===== src/rtl/pipe_ctrl_pkg.sv =====
// Shared state encoding, forwarding selects and counter helper for the pipeline hazard controller.
package pipe_ctrl_pkg;

  typedef enum logic [1:0] {
    RUN     = 2'd0,
    LDSTALL = 2'd1,
    FREEZE  = 2'd2
  } state_e;

  localparam logic [1:0]  FWD_REG = 2'b00;
  localparam logic [1:0]  FWD_WB  = 2'b01;
  localparam logic [1:0]  FWD_MEM = 2'b10;
  localparam logic [15:0] CNT_MAX = 16'hFFFF;

  function automatic logic [15:0] sat_inc(input logic [15:0] v);
    return (v == CNT_MAX) ? v : v + 16'd1;
  endfunction

endpackage


===== src/rtl/pipe_fwd_unit.sv =====
// Operand forwarding select for one ALU source; the nearer MEM stage wins over WB.
module pipe_fwd_unit
  import pipe_ctrl_pkg::*;
(
  input  logic [4:0] rs_i,
  input  logic       exmem_regwrite_i,
  input  logic [4:0] exmem_rd_i,
  input  logic       memwb_regwrite_i,
  input  logic [4:0] memwb_rd_i,
  output logic [1:0] fwd_o
);

  always_comb begin
    fwd_o = FWD_REG;
    if (exmem_regwrite_i && (exmem_rd_i != 5'd0) && (exmem_rd_i == rs_i))
      fwd_o = FWD_MEM;
    else if (memwb_regwrite_i && (memwb_rd_i != 5'd0) && (memwb_rd_i == rs_i))
      fwd_o = FWD_WB;
  end

endmodule


===== src/rtl/pipe_hazard_ctrl.sv =====
// Pipeline hazard control: memory-wait freeze, branch flush, load-use bubble,
// operand forwarding and saturating stall/flush event counters.
module pipe_hazard_ctrl
  import pipe_ctrl_pkg::*;
(
  input  logic        clk_i,
  input  logic        rst_i,
  input  logic [4:0]  IFID_rs1_i,
  input  logic [4:0]  IFID_rs2_i,
  input  logic        IFID_use_rs2_i,
  input  logic        IDEX_memread_i,
  input  logic [4:0]  IDEX_rd_i,
  input  logic [4:0]  IDEX_rs1_i,
  input  logic [4:0]  IDEX_rs2_i,
  input  logic        EXMEM_regwrite_i,
  input  logic [4:0]  EXMEM_rd_i,
  input  logic        MEMWB_regwrite_i,
  input  logic [4:0]  MEMWB_rd_i,
  input  logic        branch_taken_i,
  input  logic        dmem_busy_i,
  input  logic        clr_cnt_i,
  output logic        pc_we_o,
  output logic        IFID_we_o,
  output logic        IFID_flush_o,
  output logic        IDEX_flush_o,
  output logic        EXMEM_flush_o,
  output logic [1:0]  fwdA_o,
  output logic [1:0]  fwdB_o,
  output logic [1:0]  state_o,
  output logic [15:0] stall_cnt_o,
  output logic [15:0] flush_cnt_o
);

  state_e      state_q, state_d;
  logic [15:0] stall_cnt_q, stall_cnt_d;
  logic [15:0] flush_cnt_q, flush_cnt_d;
  logic        load_use;
  logic        pc_we, ifid_we, ifid_fl, idex_fl, exmem_fl, br_flush;
  logic [1:0]  fwd_a, fwd_b;

  assign load_use = IDEX_memread_i && (IDEX_rd_i != 5'd0) &&
                    ((IDEX_rd_i == IFID_rs1_i) || (IFID_use_rs2_i && (IDEX_rd_i == IFID_rs2_i)));

  // Event priority: memory wait, then taken branch, then load-use (masked in LDSTALL).
  always_comb begin
    state_d  = RUN;
    pc_we    = 1'b1;
    ifid_we  = 1'b1;
    ifid_fl  = 1'b0;
    idex_fl  = 1'b0;
    exmem_fl = 1'b0;
    br_flush = 1'b0;
    case (state_q)
      RUN, LDSTALL, FREEZE: begin
        if (dmem_busy_i) begin
          pc_we   = 1'b0;
          ifid_we = 1'b0;
          state_d = FREEZE;
        end else if (branch_taken_i) begin
          ifid_fl  = 1'b1;
          idex_fl  = 1'b1;
          exmem_fl = 1'b1;
          br_flush = 1'b1;
        end else if ((state_q != LDSTALL) && load_use) begin
          pc_we   = 1'b0;
          ifid_we = 1'b0;
          idex_fl = 1'b1;
          state_d = LDSTALL;
        end
      end
      default: state_d = RUN;
    endcase
  end

  always_comb begin
    stall_cnt_d = stall_cnt_q;
    flush_cnt_d = flush_cnt_q;
    if (clr_cnt_i) begin
      stall_cnt_d = 16'd0;
      flush_cnt_d = 16'd0;
    end else begin
      if (!pc_we)   stall_cnt_d = sat_inc(stall_cnt_q);
      if (br_flush) flush_cnt_d = sat_inc(flush_cnt_q);
    end
  end

  always_ff @(posedge clk_i or posedge rst_i) begin
    if (rst_i) begin
      state_q     <= RUN;
      stall_cnt_q <= 16'd0;
      flush_cnt_q <= 16'd0;
    end else begin
      state_q     <= state_d;
      stall_cnt_q <= stall_cnt_d;
      flush_cnt_q <= flush_cnt_d;
    end
  end

  pipe_fwd_unit u_fwd_a (
    .rs_i             (IDEX_rs1_i),
    .exmem_regwrite_i (EXMEM_regwrite_i),
    .exmem_rd_i       (EXMEM_rd_i),
    .memwb_regwrite_i (MEMWB_regwrite_i),
    .memwb_rd_i       (MEMWB_rd_i),
    .fwd_o            (fwd_a)
  );

  pipe_fwd_unit u_fwd_b (
    .rs_i             (IDEX_rs2_i),
    .exmem_regwrite_i (EXMEM_regwrite_i),
    .exmem_rd_i       (EXMEM_rd_i),
    .memwb_regwrite_i (MEMWB_regwrite_i),
    .memwb_rd_i       (MEMWB_rd_i),
    .fwd_o            (fwd_b)
  );

  // While reset is held the pipeline is frozen with every register flushed.
  assign pc_we_o       = pc_we & ~rst_i;
  assign IFID_we_o     = ifid_we & ~rst_i;
  assign IFID_flush_o  = ifid_fl | rst_i;
  assign IDEX_flush_o  = idex_fl | rst_i;
  assign EXMEM_flush_o = exmem_fl | rst_i;
  assign fwdA_o        = rst_i ? FWD_REG : fwd_a;
  assign fwdB_o        = rst_i ? FWD_REG : fwd_b;
  assign state_o       = state_q;
  assign stall_cnt_o   = stall_cnt_q;
  assign flush_cnt_o   = flush_cnt_q;

endmodule


===== config.mk =====
export PLATFORM = sky130hd
export DESIGN_NAME = pipe_hazard_ctrl
export DESIGN_NICKNAME = d
export VERILOG_FILES = /design/src/rtl/pipe_ctrl_pkg.sv /design/src/rtl/pipe_fwd_unit.sv /design/src/rtl/pipe_hazard_ctrl.sv
export SDC_FILE = /design/constraint.sdc
export NUM_CORES = 1
export LEC_CHECK = 0
export ABC_CLOCK_PERIOD_IN_PS = 3390
export CORE_UTILIZATION = 44
export CTS_CLUSTER_SIZE = 12
export DETAILED_ROUTE_END_ITERATION = 6
export GPL_TIMING_DRIVEN = 0
export HOLD_SLACK_MARGIN = 0.06
export PLACE_DENSITY = 0.89
export SYNTH_ARGS = -nofsm -noshare
export SYNTH_HDL_FRONTEND = slang
export SYNTH_SLANG_ARGS = --single-unit

===== constraint.sdc =====
create_clock -name clk_i -period 3.39 [get_ports clk_i]
set_input_delay 0.678 -clock clk_i [delete_from_list [all_inputs] [get_ports clk_i]]
set_output_delay 0.678 -clock clk_i [all_outputs]
set_load 0.02 [all_outputs]

Word level (Yosys, flattened, before mapping)
Index checks and enable logic that the tools add are counted.
{ "op_classes": {"n_eq_ne": 14, "mux": 27, "n_reduce_logical": 19, "bitwise": 4, "n_addsub": 2} }
{ "ops": {"columns": ["cell", "n"], "rows": [
  ["16-bit 2-to-1 mux", 6],
  ["16-bit by 1-bit adder with 16-bit output (second input constant)", 2],
  ["16-bit equality test (second input constant)", 2],
  ["5-bit equality test", 6],
  ["1-bit 2-to-1 mux", 15],
  ["5-bit nonzero test", 3],
  ["2-bit 2-to-1 mux", 6],
  ["1-bit logical AND", 10],
  ["2-bit inequality test (second input constant)", 3],
  ["2-bit AND reduction", 2],
  ["3-bit OR reduction", 1],
  ["2-bit by 1-bit equality test with 1-bit output (second input constant)", 1],
  ["2-bit equality test (second input constant)", 1],
  ["2-bit logical NOT", 1],
  ["2-bit by 1-bit inequality test with 1-bit output (second input constant)", 1],
  ["1-bit OR", 2],
  ["2-bit nonzero test", 1],
  ["1-bit bitwise AND", 1],
  ["1-bit logical OR", 1],
  ["1-bit inverter", 1]
]} }
{ "totals": {"out_inout_bits": 43, "word_cells": 69, "ff_bits": 34, "inputBits": 44} }

Logic depth before layout (Yosys ltp)
{ "logic_depth": {"word_depth": 11, "ltp_mapped": 9, "mapped_depth_nobuf": 7} }

Cells and area by module
A second synthesis with hierarchy kept.
{ "hier_totals": {"hier_cells": 243, "hier_area_um2": 2253.4} }
{ "by_module_without_submodules": {"columns": ["mod", "cells_per_inst", "seq_area_each_um2", "area_each_um2", "n_inst"], "rows": [
  ["pipe_hazard_ctrl", 203, 850.8, 1950.6, 1],
  ["pipe_fwd_unit", 20, 0.0, 151.4, 2]
]} }

Worst setup path after synthesis
Ideal clock, no wire load.
{ "synth_path": {"kind": "input port to output port", "startpoint": "input port rst_i", "endpoint": "output port fwdA_o[0]", "path_buffers": 0, "t_required_ns": 2.712, "t_arrival_ns": 2.793, "setup_slack_ns": -0.081, "path_stages": 4, "cell_sequence": "inv_1 o211ai_1 or4_1 nor4_1"} }
{ "synth_between": {"elab_chain_cells": 1} }
{ "synth_lines": {"columns": ["element", "line", "text"], "rows": [
  ["from (decl)", "pipe_hazard_ctrl.sv:7", "input logic rst_i,"],
  ["2-bit 2-to-1 mux", "pipe_hazard_ctrl.sv:123", "assign fwdA_o = rst_i ? FWD_REG : fwd_a;"],
  ["to (decl)", "pipe_hazard_ctrl.sv:27", "output logic [1:0] fwdA_o,"]
]} }
No other way between the ends.

Worst setup path in the final report
{ "layout_path": {"startpoint": "input port IDEX_rd_i[1]", "endpoint": "output port IDEX_flush_o"} }
{ "layout_between": {"elab_chain_cells": 10, "word_cells_on_any_way": 13, "cone_classes": "eq/ne: 2; mux: 4; bitwise: 1; reduce/logical: 6"} }
{ "layout_lines": {"columns": ["element", "line", "text"], "rows": [
  ["from (decl)", "pipe_hazard_ctrl.sv:12", "input logic [4:0] IDEX_rd_i,"],
  ["5-bit equality test", "pipe_hazard_ctrl.sv:42", "((IDEX_rd_i == IFID_rs1_i) || (IFID_use_rs2_i && (IDEX_rd_i == IFID_rs2_i)));"],
  ["1-bit logical AND", "pipe_hazard_ctrl.sv:42", null],
  ["1-bit logical OR", "pipe_hazard_ctrl.sv:42", null],
  ["1-bit logical AND (*)", "pipe_hazard_ctrl.sv:41", "assign load_use = IDEX_memread_i && (IDEX_rd_i != 5'd0) &&"],
  ["1-bit logical AND (*)", "pipe_hazard_ctrl.sv:64", "end else if ((state_q != LDSTALL) && load_use) begin"],
  ["1-bit 2-to-1 mux (*)", "pipe_hazard_ctrl.sv:64", null],
  ["1-bit 2-to-1 mux (*)", "pipe_hazard_ctrl.sv:59", "end else if (branch_taken_i) begin"],
  ["1-bit 2-to-1 mux (*)", "pipe_hazard_ctrl.sv:55", "if (dmem_busy_i) begin"],
  ["1-bit 2-to-1 mux (*)", "pipe_hazard_ctrl.sv:53", "case (state_q)"],
  ["1-bit OR (*)", "pipe_hazard_ctrl.sv:121", "assign IDEX_flush_o = idex_fl | rst_i;"],
  ["to (decl)", "pipe_hazard_ctrl.sv:25", "output logic IDEX_flush_o,"]
]} }
Every way passes the cells marked *; elsewhere a longest branch is shown, timed or not.

==> metrics.csv <==
metric,value,unit
sequential fraction of the synthesis area,38.37,%
met1 usage,28.57,%
Peak VDD IR,0.0002212,V
CTS tree,yes,
Final Max Tran Viols,0,
Synth top area share,38.37,%
global-route wire length before repair,9397,um
CP required,2.71,ns
syn nets,292,
HP Class,reg2reg,
"Distinct cells, synth",37,
cell taking the most area after synthesis,dfrtp_1,
share of cells above drive strength 1,7.310,%
die area,5327,sq um
Top Ports,87,
xor and xnor area share after synthesis,18.17,%
mux share of post-synthesis cell area,0.9029,%
antenna violations before repair,0,
final setup fails,0,
Final HPWL DP,4499,um
Nets,387,
clock tree buffer depth,2,
Gate Count Post-Synth,246,
critical path type,in2out,
synthesized area,2217,sq um
final wirelength,5953,um
area of the multi-input gates,1305,sq um
# rows,25,
largest family of logic cells by synthesized area,simple AND/OR/NAND/NOR gates,
outcome,finished clean,
met3 track demand over resource,4.006,%
H-tree levels,2,
Max-slew headroom,43.33,%
number of global-route vias before repair,2131,
DRT Pass-1 Iters,4,
DRT antenna net count,0,
# Max-Cap Violations,0,
simple-gate share of the synthesized area,27.82,%
Die X,72.99,um
DR vias/cell,5.472,
adder-cell share of the synthesized area,1.129,%
PD cells,279.9,nW/um^2
Reg area,850.8,sq um
Hold Fails Final Rpt,0,
M2 GR Usage,39.81,%
# diodes,0,
clock buffer count from CTS,5,
fin cells,409,
total number of vias,2238,
Post-Layout Inst Area,3269,sq um
CORE AREA,4786,sq um
DP Area,3166,sq um
GR peak layer,met2,
clk root buf,clkbuf_8,
complex-gate fraction of the synthesized area,10.67,%
Fillers,363,
largest net degree at the start of global routing,19,
placed cell count,399,
skew final,0.008966,ns
Area contributors post-synth,"dfrtp_1 38%, xor2_1 9.5%, xnor2_1 8.7%",
Iter 0 DRT Violations,78,
period utilization,97.02,%
grt ovf,0,
Fmax achieved,0.3040,GHz
syn_area_per_cell,9.013,sq um
crit path max fanout,3,
leak pwr,1.277,nW
minimum clock period,3.289,ns
WHS,0.5799,ns
Synth-to-Final Area Change,47.46,%
worst-skew pair later-pin latency,0.29,ns
Wirelength per Cell,14.56,um
RePlAce Congestion,0.8491,
Startpoint Class,input pin,
GRT Overall Usage,22.52,%
drt drc,0,
Yosys reg bits,34,
Yosys warning total,0,
Worst Tran Pin Value,0.8454,ns
CTS Sinks,34,
Clock transition at path regs,0.06,ns
CP arrival,2.61,ns
height of the die,72.99,um
IO Port Bufs,86,
Crit. End Element,output pin,
Initial Util,46.33,%
[where the power goes]
group	internal, mW	leakage, nW	switching [mW]
Sequential	0.410	0.471	0.00645
Combinational	0.0981	0.758	0.0869
Clock	0.164	0.0482	0.149
[layout make-up]
| type | count | share of cell area, % |
|---|---|---|
| inverter | 3 | 0.4592 |
| timing repair inverter | 1 | 0.1531 |
| multi-input combinational | 201 | 39.92 |
| clock buffer | 7 | 2.641 |
| sequential | 34 | 26.02 |
| timing repair buffer | 87 | 26.44 |
| buffer | 8 | 1.646 |
| clock inverter | 1 | 0.1531 |
| tap | 67 | 2.564 |
[sequential cells by signal (all words and copies together) (netlist names)]
register / count
state_o: 2
flush_cnt_o: 16
stall_cnt_o: 16
[cell usage after synthesis, drive strengths merged]
| library cell | number |
|---|---|
| a211oi | 1 |
| a21oi | 16 |
| a31oi | 2 |
| and2 | 3 |
| and3 | 4 |
| and4 | 3 |
| buf | 5 |
| clkbuf | 3 |
| dfrtp | 34 |
| ha | 2 |
| inv | 3 |
| mux2i | 2 |
| nand2 | 22 |
| nand2b | 1 |
| nand3 | 17 |
| nand4 | 9 |
| nor2 | 25 |
| nor2b | 1 |
| nor3 | 4 |
| nor3b | 1 |
| nor4 | 5 |
| o211ai | 1 |
| o21ai | 12 |
| o21bai | 1 |
| o22ai | 1 |
| o31ai | 4 |
| or3 | 10 |
| or4 | 8 |
| xnor2 | 22 |
| xor2 | 24 |
[logic make-up after synthesis]
family / after synthesis
AND/OR/NAND/NOR: 113
XOR/XNOR: 46
AO/OA/AOI/OAI: 38
flip-flops: 34
buffers and inverters: 11
multiplexers: 2
adder cells (fa/ha/maj): 2
[per-layer routing]
layer	vias to the layer above	wire length, um
met3	6	296
met2	85	3141
met5	-	0
met1	1075	2472
met4	0	42
li1	1072	-
[metrics by stage]
stage               utilization, %  power, mW  setup WS (ns)   TNS (ns)
floorplan                        -     0.5095         0.3179          0
global placement             66.14     0.6033        -0.6835     -2.187
detailed placement           66.14     0.6081        -0.7015     -2.330
CTS                          68.24     0.9159        0.01404          0
global route                 68.31     0.9490      -0.005299  -0.005299
finish                       68.31     0.9151         0.1010          0
[final timing paths]
check | startpoint | endpoint | slack, ns | cells past startpoint
min in group asynchronous | rst_i | flush_cnt_o[4] | 0.98 | 3
max in group asynchronous | rst_i | flush_cnt_o[0] | 1.92 | 2
max | IDEX_rd_i[1] | IDEX_flush_o | 0.10 | 7
min reg2reg | flush_cnt_o[14] | flush_cnt_o[14] | 0.58 | 2
max reg2reg | stall_cnt_o[0] | stall_cnt_o[8] | 1.33 | 8
min | flush_cnt_o[14] | flush_cnt_o[14] | 0.58 | 2
[critical path, cell delays in order]
cell and delay (ns):
clkdlybuf4s50_1 0.55, xnor2_1 0.14, nand3_1 0.11, o22ai_2 0.22
nand2_1 0.15, o21bai_1 0.16, clkdlybuf4s50_1 0.62
[layout by cell type (no fill, tap or decap), types with 2 or more instances in the layout]
cell type,count
clkdlybuf4s50_1,82
dfrtp_1,34
nor2_1,25
xor2_1,24
nand2_1,22
xnor2_1,22
nand3_1,17
a21oi_1,14
o21ai_1,11
or3_1,10
nand4_1,8
or4_1,8
clkbuf_8,6
clkbuf_1,4
and3_1,4
nor3_1,4
o31ai_1,4
nor4_1,4
and4_1,3
and2_1,3
buf_4,3
a21oi_2,2
buf_6,2
mux2i_1,2
inv_1,2
ha_1,2
[repair_timing]
item                                    4_1_cts  5_1_grt
endpoints found under the setup margin        6        3
gates resized for setup                       4        6
hold buffers                                  0        0
buffers inserted                              1        0
cloned                                        1        0
Note: power is estimated with default switching activity, not from simulation.
